## src/rtl/stb_dcache_wr_resp.sv

```systemverilog
// Write-through store responder: one buffered store at a time, tag lookup,
// bytewise merge on hit, memory write, then a single-cycle ack to the store buffer.
module stb_dcache_wr_resp #(
  parameter int unsigned DEPTH = 64
) (
  input  logic        clk,
  input  logic        rst_n,
  input  logic        stb2dc_req_i,
  input  logic [31:0] stb2dc_addr_i,
  input  logic [31:0] stb2dc_data_i,
  input  logic [3:0]  stb2dc_sel_i,
  output logic        dc2stb_ack_o,
  output logic        dc2stb_busy_o,
  output logic        dc2mem_req_o,
  output logic [31:0] dc2mem_addr_o,
  output logic [31:0] dc2mem_data_o,
  output logic [3:0]  dc2mem_sel_o,
  input  logic        mem2dc_ack_i,
  input  logic        refill_valid_i,
  input  logic [31:0] refill_addr_i,
  input  logic [31:0] refill_data_i,
  output logic        refill_ready_o,
  input  logic        flush_i,
  output logic [15:0] hit_cnt_o,
  output logic [15:0] miss_cnt_o
);
  localparam int unsigned IDX_W = $clog2(DEPTH);
  localparam int unsigned TAG_W = 30 - IDX_W;

  typedef enum logic [1:0] {IDLE, LOOKUP, MEM_WR, ACK} state_t;

  state_t            state_q, state_d;
  logic [31:0]       addr_q, data_q;
  logic [3:0]        sel_q;
  logic [DEPTH-1:0]  valid_q;
  logic [TAG_W-1:0]  tag_mem  [DEPTH];
  logic [31:0]       data_mem [DEPTH];
  logic [15:0]       hit_cnt_q, miss_cnt_q;

  logic [IDX_W-1:0]  idx, ridx;
  logic [TAG_W-1:0]  req_tag, rtag;
  logic              hit, lookup, refill_fire;
  logic [31:0]       merged;
  logic              unused_addr_bits;

  assign idx     = addr_q[IDX_W+1:2];
  assign req_tag = addr_q[31:IDX_W+2];
  assign ridx    = refill_addr_i[IDX_W+1:2];
  assign rtag    = refill_addr_i[31:IDX_W+2];
  assign unused_addr_bits = ^{stb2dc_addr_i[1:0], refill_addr_i[1:0]};

  assign lookup      = (state_q == LOOKUP);
  assign hit         = valid_q[idx] && (tag_mem[idx] == req_tag);
  assign refill_fire = refill_valid_i && refill_ready_o;

  always_comb begin
    merged = data_mem[idx];
    for (int unsigned b = 0; b < 4; b++) begin
      if (sel_q[b]) merged[8*b +: 8] = data_q[8*b +: 8];
    end
  end

  always_comb begin
    state_d        = state_q;
    dc2stb_ack_o   = 1'b0;
    dc2stb_busy_o  = 1'b1;
    dc2mem_req_o   = 1'b0;
    refill_ready_o = 1'b1;
    unique case (state_q)
      IDLE: begin
        dc2stb_busy_o = 1'b0;
        if (stb2dc_req_i) state_d = LOOKUP;
      end
      LOOKUP: begin
        refill_ready_o = 1'b0;
        state_d        = MEM_WR;
      end
      MEM_WR: begin
        dc2mem_req_o = 1'b1;
        if (mem2dc_ack_i) state_d = ACK;
      end
      ACK: begin
        dc2stb_ack_o = 1'b1;
        state_d      = IDLE;
      end
      default: state_d = IDLE;
    endcase
  end

  always_ff @(posedge clk or negedge rst_n) begin
    if (!rst_n) state_q <= IDLE;
    else        state_q <= state_d;
  end

  always_ff @(posedge clk or negedge rst_n) begin
    if (!rst_n) begin
      addr_q <= '0;
      data_q <= '0;
      sel_q  <= '0;
    end else if (state_q == IDLE && stb2dc_req_i) begin
      addr_q <= {stb2dc_addr_i[31:2], 2'b00};
      data_q <= stb2dc_data_i;
      sel_q  <= stb2dc_sel_i;
    end
  end

  // Flush wins over a same-cycle refill; the refill is still handshaken.
  always_ff @(posedge clk or negedge rst_n) begin
    if (!rst_n)           valid_q <= '0;
    else if (flush_i)     valid_q <= '0;
    else if (refill_fire) valid_q[ridx] <= 1'b1;
  end

  // Refill never coincides with LOOKUP, so the two writers cannot collide.
  always_ff @(posedge clk) begin
    if (refill_fire) begin
      tag_mem[ridx]  <= rtag;
      data_mem[ridx] <= refill_data_i;
    end else if (lookup && hit) begin
      data_mem[idx] <= merged;
    end
  end

  always_ff @(posedge clk or negedge rst_n) begin
    if (!rst_n) begin
      hit_cnt_q  <= '0;
      miss_cnt_q <= '0;
    end else if (lookup) begin
      if (hit && hit_cnt_q != '1)        hit_cnt_q  <= hit_cnt_q + 16'd1;
      else if (!hit && miss_cnt_q != '1) miss_cnt_q <= miss_cnt_q + 16'd1;
    end
  end

  assign dc2mem_addr_o = addr_q;
  assign dc2mem_data_o = data_q;
  assign dc2mem_sel_o  = sel_q;
  assign hit_cnt_o     = hit_cnt_q;
  assign miss_cnt_o    = miss_cnt_q;

endmodule
```

## config.mk

```make
export PLATFORM = sky130hd
export DESIGN_NAME = stb_dcache_wr_resp
export DESIGN_NICKNAME = d
export VERILOG_FILES = /design/src/rtl/stb_dcache_wr_resp.sv
export SDC_FILE = /design/constraint.sdc
export NUM_CORES = 1
export LEC_CHECK = 0
export BUFFER_PORTS_ARGS = -buffer_cell sky130_fd_sc_hd__buf_2
export CAP_MARGIN = 10
export CORE_MARGIN = 5
export CORE_UTILIZATION = 29
export DETAILED_ROUTE_END_ITERATION = 16
export HOLD_SLACK_MARGIN = 0.1
export PLACE_DENSITY_LB_ADDON = 0.12
export SLEW_MARGIN = 20
export SYNTH_ARGS = -nofsm -noshare
export SYNTH_HDL_FRONTEND = slang
export SYNTH_SLANG_ARGS = --single-unit
```

## constraint.sdc

```tcl
create_clock -name clk -period 3.3 [get_ports clk]
set_input_delay 0 -clock clk [delete_from_list [all_inputs] [get_ports clk]]
set_output_delay 0 -clock clk [all_outputs]
set_load 0.02 [all_outputs]
```

==> results of run 1 <==
==> final cells by class <==
class                      count  area, um2
clock inverter                87       1082
multi-input combinational   1451      16800
antenna                        7      17.52
clock buffer                 263       5244
fill                       21169     142500
sequential                  1700      50250
timing repair buffer        1072      10150
inverter                      14      52.55
tap                         3026       3786
==> final timing paths <==
| kind | from | to | slack (ns) | cells after the start |
|---|---|---|---|---|
| hold reg to reg | hit_cnt_o[12]$_DFFE_PN0P_ | hit_cnt_o[12]$_DFFE_PN0P_ | 0.48 | 1 |
| setup / recovery | dc2mem_addr_o[2]$_DFFE_PN0P_ | hit_cnt_o[1]$_DFFE_PN0P_ | -0.85 | 14 |
| hold / removal | refill_addr_i[18] | tag_mem[3][10]$_DFFE_PP_ | 0.24 | 2 |
| max in group asynchronous | rst_n | valid_q[58]$_DFFE_PN0P_ | 1.93 | 4 |
| min in group asynchronous | rst_n | dc2mem_data_o[29]$_DFFE_PN0P_ | 0.37 | 3 |
| setup reg to reg | dc2mem_addr_o[2]$_DFFE_PN0P_ | hit_cnt_o[1]$_DFFE_PN0P_ | -0.85 | 14 |
==> power by group through the flow <==
stage,combinational (uW),sequential (uW),clock [uW]
floorplan,12900,25400,0
global placement,27200,25400,0
detailed placement,27100,25400,0
CTS,29800,25000,22000
global route,31400,25000,22900
finish,30200,25000,21400
==> logic make-up (layout without fill, tap and decap cells) <==
kind of cell,count (synthesis),after routing,synth area share
compound gates,283,283,0.03106
buf+inv,190,1436,0.01664
flops,1700,1700,0.7497
xor+xnor,60,60,0.007843
fa+ha+maj,7,7,0.001307
mux,588,588,0.1562
simple gates,511,511,0.03724
other cells,1,9,0.00005597
==> stage by stage <==
step,total power [uW],area (um2)
final,76560,87370
after detailed placement,52550,77320
after CTS,76780,87030
after floorplan,38360,67220
after global placement,52630,77300
after global routing,79300,87360
==> what timing repair did <==
item,CTS,global route
gates cloned,8,2
endpoints found under the hold margin,1592,0
setup buffers,44,9
gates resized for setup,140,36
pin swaps,34,22
hold buffers,208,0
endpoints found under the setup margin,32,32
==> sequential cells by signal, summed over array words and instances, names as in the netlist <==
name,flops
tag_mem,1536
dc2mem_sel_o,4
state_q,2
miss_cnt_o,16
hit_cnt_o,16
dc2mem_addr_o,30
dc2mem_data_o,32
valid_q,64
==> cells in the final DEF (no fill, tap or decap), types with 9 or more instances in the layout <==
cell type / netlist / final
buf_4: 29 / 497
nor2b_1: 28 / 24
edfxtp_1: 1536 / 1536
o21ba_2: 15 / 15
or3_1: 11 / 11
clkinv_2: 0 / 23
a22oi_1: 61 / 55
mux2i_1: 134 / 126
nand2_1: 93 / 88
mux4_2: 356 / 356
and3_1: 28 / 27
xnor2_1: 50 / 45
bufinv_16: 0 / 16
mux2_2: 96 / 95
o21ai_0: 24 / 17
nor3_1: 13 / 10
clkinv_1: 0 / 26
nor2_1: 210 / 144
buf_2: 53 / 200
buf_12: 0 / 124
buf_6: 27 / 16
a21oi_1: 31 / 26
o211ai_1: 11 / 11
a22o_1: 12 / 12
xor2_1: 10 / 9
nand2b_1: 11 / 10
o22ai_1: 41 / 34
clkbuf_1: 51 / 56
dfrtp_1: 164 / 158
nor2_4: 0 / 65
nand3_1: 34 / 30
buf_16: 0 / 14
clkbuf_8: 0 / 14
dlygate4sd3_1: 0 / 208
clkbuf_16: 0 / 196
nand4_1: 19 / 19
inv_1: 12 / 10
and2_1: 10 / 9
==> metal layers <==
metal  routed length, um  part of all wire  GRT usage
met5                   0                 0          0
met4                6147             0.025    0.04982
met3               12670             0.052    0.03143
met2              114200              0.47     0.3154
met1              109500              0.45     0.2799
==> reports/results.txt, run 1 <==
Status -> finished, violations left
Failing checks -> antenna rules, setup timing
Setup TNS -> -23.94 ns
Clock transition at path regs -> 0.06 ns
Vias -> 38340
Internal power -> 50850 uW
Dominant cell type by area after synthesis -> edfxtp_1
WP data required -> 4.05 ns
Buf/Inv on CP -> 5
Final Core Density -> 0.3800
Post-synthesis cell count -> 3340
Port Buffers -> 203
Fin cells -> 7620
Longest Clk Path Bufs -> 3
RSZ-0062 raised after global routing -> yes
Share of cells above drive strength 1 -> 0.3891
Post-Place Cells -> 6996
Worst Hold Slack -> 0.2358 ns
CTS tree -> built
Tcrit/Tclk final -> 1.258
Die H -> 490.7 um
Largest stage delay, worst path -> 0.52 ns
Maximum fanout along the worst path -> 6
Grt ovf -> 0
Switch Pwr -> 25720 uW
Critical Path AT -> 4.91 ns
Clock skew -> 0.05950 ns
Total track usage -> 0.1967
Post-synth top cells -> edfxtp_1, mux4_2, nor2_1
LEAKAGE -> 0.02993 uW
Drt drc -> 0
DP Worst Slack -> -1.508 ns
DR iter-0 viols -> 3512
Critical Path Slowest Stage Cell -> dfrtp_4
FMAX -> 0.2408 GHz
Largest net degree at the start of global routing -> 103
Sequential power share -> 0.326
PwrDens -> 876.3 nW/um2
CP endpoint kind -> flop
Routed Antenna Nets -> 1
Worst skew pair latency -> 0.87 ns
Initial antenna violation count -> 6
Maximum vdd drop -> 0.5059 mV
Top-area cell type share of the netlist area -> 0.6884
Vias in the first global route -> 38849
FF+latch count, synth -> 1700
Final slew viol count -> 0
WL final -> 242.5 mm
Root Buffer -> clkbuf_16
Crit Path Class -> reg2reg
DIE AREA -> 240800 um2
Sw Ratio -> 0.3359
Cell variety after synth -> 82
# nets final -> 4575
Core Region -> 229900 um2
Critical Path Source Type -> flop
Post-synth ARST share -> 0.09647
DR WL/cell -> 31.83 um
Most frequent CP cell -> buf_12
Primary FF master, synth -> edfxtp_1
DP HPWL -> 155.7 mm
GP Congestion -> 0.8828
Syn. warnings -> 0
Clock Power Share -> 0.279
Worst-Margin Slew -> 1.096 ns
Boundary Pins -> 242
DIE WIDTH -> 490.7 um
Via density -> 5.031
Family with the most delay on the worst path -> multiplexers
First-pass GRT wire length -> 329.8 mm
Site Rows -> 176
Minimum clock period after layout -> 4.153 ns
Slew Limit Headroom -> 0.2691
Count leader, synth -> edfxtp_1
Number of CTS-inserted buffers -> 191
Area growth, synth to finish -> 30.40%
Critical path cell sequence -> buf_6, buf_12, buf_12, buf_8, mux4_2, mux4_2, o211ai_1, a21oi_2, xor2_2, or2_1, nor4_4, buf_12, nand3_4, mux2_4
Synthesized cell area -> 67000 um2
Max cap viols -> 0
Logic gate share of total power -> 0.394
Total clock sinks -> 1700
EDFF count, synth -> 1536
Sequential area share after synthesis -> 0.7497
DR pass1 iterations -> 7
Starting Density -> 0.2914
Syn avg cell area -> 20.06 um2
Worst Setup Slack, final -> -0.8529 ns
Final hold vios -> 0
Dominant cells by area after synthesis -> edfxtp_1, mux4_2, dfrtp_1
HP Class -> in2reg
Final setup violation count -> 32
H-tree levels -> 4
Power figures use the tool's default switching activity.
==> run 2, diff against run 1 <==
--- a/config.mk
+++ b/config.mk
@@ -5,10 +5,11 @@
 export SDC_FILE = /design/constraint.sdc
 export NUM_CORES = 1
 export LEC_CHECK = 0
+export ABC_AREA = 1
 export BUFFER_PORTS_ARGS = -buffer_cell sky130_fd_sc_hd__buf_2
 export CAP_MARGIN = 10
 export CORE_MARGIN = 5
-export CORE_UTILIZATION = 29
+export CORE_UTILIZATION = 40
 export DETAILED_ROUTE_END_ITERATION = 16
 export HOLD_SLACK_MARGIN = 0.1
 export PLACE_DENSITY_LB_ADDON = 0.12
==> constraint.sdc (replaced) <==
create_clock -name clk -period 3.5 [get_ports clk]
set_input_delay 0 -clock clk [delete_from_list [all_inputs] [get_ports clk]]
set_output_delay 0 -clock clk [all_outputs]
set_load 0.02 [all_outputs]
==> reports/results.txt, run 2 <==
Status -> complete, no violations
Total clock sinks -> 1700 (unchanged)
Worst r2r src -> state_q[1]$_DFFE_PN0P_
Die H -> 428.7 um (-13%)
Primary FF master, synth -> edfxtp_1
PwrDens -> 795.0 nW/um2 (-9.3%)
DP HPWL -> 136.6 mm (-12%)
Final Core Density -> 0.4941 (+0.1140)
Final slew viol count -> 0 (unchanged)
Worst-Margin Slew -> 1.147 ns (+0.05029 ns)
Maximum vdd drop -> 0.6294 mV (+24%)
Crit Path Class -> reg2reg
Fin cells -> 9299 (+22%)
Grt ovf -> 0 (unchanged)
Post-synth top cells -> nand2_1, edfxtp_1, nand3_1
Cell variety after synth -> 35 (-57%)
Post-synthesis cell count -> 6172 (+85%)
Clock transition at path regs -> 0.06 ns (about the same)
Vias -> 49843 (+30%)
Longest Clk Path Bufs -> 3 (unchanged)
HP Class -> in2reg
Worst skew pair latency -> 0.84 ns (-0.03 ns)
Crit path from -> state_q[1]$_DFFE_PN0P_
CTS tree -> built
Minimum clock period after layout -> 3.471 ns (-0.6814 ns)
DR pass1 iterations -> 6 (-1)
Top-area cell type share of the netlist area -> 0.6578 (-0.03062)
Total track usage -> 0.2499 (+0.05318)
DR WL/cell -> 25.56 um (-20%)
Drt drc -> 0 (unchanged)
Area growth, synth to finish -> 22.74%
DIE AREA -> 183800 um2 (-24%)
Setup TNS -> 0 ns (+23.94 ns)
CP endpoint kind -> flop
Boundary Pins -> 242 (unchanged)
Vias in the first global route -> 47741 (+23%)
DIE WIDTH -> 428.7 um (-13%)
FMAX -> 0.2881 GHz (+20%)
Initial antenna violation count -> 18 (+12)
Via density -> 5.360 (+6.5%)
Commonest non-fill, non-tap cell in the layout -> nand2_1
Critical hold path startpoint -> refill_addr_i[29]
Critical Path Source Type -> flop
Critical Path AT -> 3.97 ns (-0.94 ns)
Number of CTS-inserted buffers -> 185 (-3.1%)
Most frequent CP cell -> inv_1
Total Power -> 68420 uW (-11%)
Synthesized cell area -> 70120 um2 (+4.7%)
Tcrit/Tclk final -> 0.9918 (-0.2666)
First-pass GRT wire length -> 339.1 mm (+2.8%)
Dominant cell type by area after synthesis -> edfxtp_1
Port Buffers -> 203 (unchanged)
Max cap viols -> 0 (unchanged)
Syn avg cell area -> 11.36 um2 (-43%)
Final setup violation count -> 0 (-100%)
EDFF count, synth -> 1536 (unchanged)
Starting Density -> 0.4025 (+0.1111)
LEAKAGE -> 0.03261 uW (+9.0%)
Largest stage delay, worst path -> 0.59 ns (+0.07 ns)
Most frequent cells in the layout -> nand2_1, edfxtp_1, nand3_1, buf_4, dlygate4sd3_1
Max reg flops -> 1536 (unchanged)
Sequential area share after synthesis -> 0.7163 (-0.03335)
Post-Place Cells -> 8686 (+24%)
Maximum fanout along the worst path -> 25 (+19)
DR iter-0 viols -> 5234 (+49%)
Syn. warnings -> 0 (unchanged)
H-tree levels -> 4 (unchanged)
GP Congestion -> 0.9200 (+4.2%)
FF+latch count, synth -> 1700 (unchanged)
Root Buffer -> clkbuf_16
Dominant cells by area after synthesis -> edfxtp_1, nand2_1, nand3_1
Final hold vios -> 0 (unchanged)
Site Rows -> 153 (-13%)
Share of cells above drive strength 1 -> 0.1532 (-0.2359)
Core Region -> 174200 um2 (-24%)
Clock skew -> 0.02878 ns (-0.03072 ns)
WL final -> 237.6 mm (-2.0%)
Post-synth ARST share -> 0.09647 (unchanged)
Largest net degree at the start of global routing -> 90 (-13%)
Routed Antenna Nets -> 0 (-1)
Slew Limit Headroom -> 0.2356 (-0.03353)
Critical Path Slowest Stage Cell -> dlygate4sd3_1
Biggest register -> tag_mem
Critical path cell sequence -> inv_1, ha_1, inv_1, nand2_1, nor2_1, inv_1, nor3_1, dlygate4sd3_1, inv_1, buf_4, nor2_2, buf_12
# nets final -> 6960 (+52%)
WP data required -> 4.00 ns (-0.05 ns)
Count leader, synth -> nand2_1
run 2: cell count changes in the layout (fill, tap and decap cells not counted), sizes merged, moves of 34 or more:
cell | before | now
a22oi | 61 | 0
buf | 857 | 588
inv | 19 | 71
mux2 | 98 | 37
mux2i | 134 | 0
mux4 | 356 | 0
nand2 | 93 | 2195
nand3 | 35 | 1413
nor2 | 210 | 261
o22ai | 41 | 1
xnor2 | 50 | 16
run 2: layer usage:
| layer | up-vias | global-route usage | part of all wire |
|---|---|---|---|
| met1 | 24952 | 0.3379 | 0.42 |
| met2 | 1782 | 0.4102 | 0.48 |
| li1 | 22769 | - | - |
| met4 | 0 | 0.09571 | 0.038 |
| met3 | 340 | 0.03657 | 0.062 |
| met5 | - | 0 | 0 |
run 2: critical path, delay by kind of cell (launching register included):
family,cells,cell delay [ns]
buffers and inverters,7,1.63
DFF,1,0.39
and+or+nand+nor,4,0.81
adders and majority gates,1,0.27
run 2: final timing paths:
kind                                                 end  slack, ns  depth (start not counted)
max                            tag_mem[37][16]$_DFFE_PP_       0.03                         12
min                            tag_mem[61][21]$_DFFE_PP_       0.17                          2
max reg2reg                    tag_mem[37][16]$_DFFE_PP_       0.03                         12
min reg2reg                      valid_q[20]$_DFFE_PN0P_       0.49                          2
max in group asynchronous   dc2mem_addr_o[2]$_DFFE_PN0P_       2.59                          4
min in group asynchronous  dc2mem_addr_o[12]$_DFFE_PN0P_       0.39                          4
run 2: cell type report:
cell class	instances	area, um2
fill	15603	88130
sequential	1700	50240
multi-input combinational	4033	18450
timing repair buffer	825	8275
clock buffer	239	4872
tap	2325	2909
clock inverter	96	957.2
inverter	67	295.3
timing repair inverter	3	36.28
antenna	11	27.53
run 2: timing repair:
item	4_1_cts	5_1_grt
hold buffers	224	0
gates cloned	3	15
hold endpoints to repair	1579	0
setup endpoints to repair	32	32
setup buffers	1	21
pin swaps	0	2
resized for setup	12	113
run 2: power breakdown:
group	internal (uW)	switching [uW]
Sequential	22700	600
Combinational	8980	17300
Clock	10700	8180
run 2: metrics by stage:
stage          setup WS [ns]  hold slack [ns]  instance area, um2
2_1_floorplan         0.7138          -0.2956               70120
4_1_cts            0.0001013           0.1034               84930
5_1_grt             -0.01588           0.1122               86050
6_report             0.02854           0.1656               86070
3_3_place_gp         -0.1925           0.1642               76690
3_5_place_dp         -0.2115           0.1613               76690
run 2: cells by family after synthesis:
logic type,count (synthesis),share of synthesized area
and+or+nand+nor,3912,0.2367
DFF,1700,0.7163
buffers and inverters,441,0.03231
AOI/OAI and AO/OA,46,0.003961
muxes,37,0.005942
xor gates and xnor gates,28,0.003497
adders and majority gates,7,0.001249
other,1,0.00005348
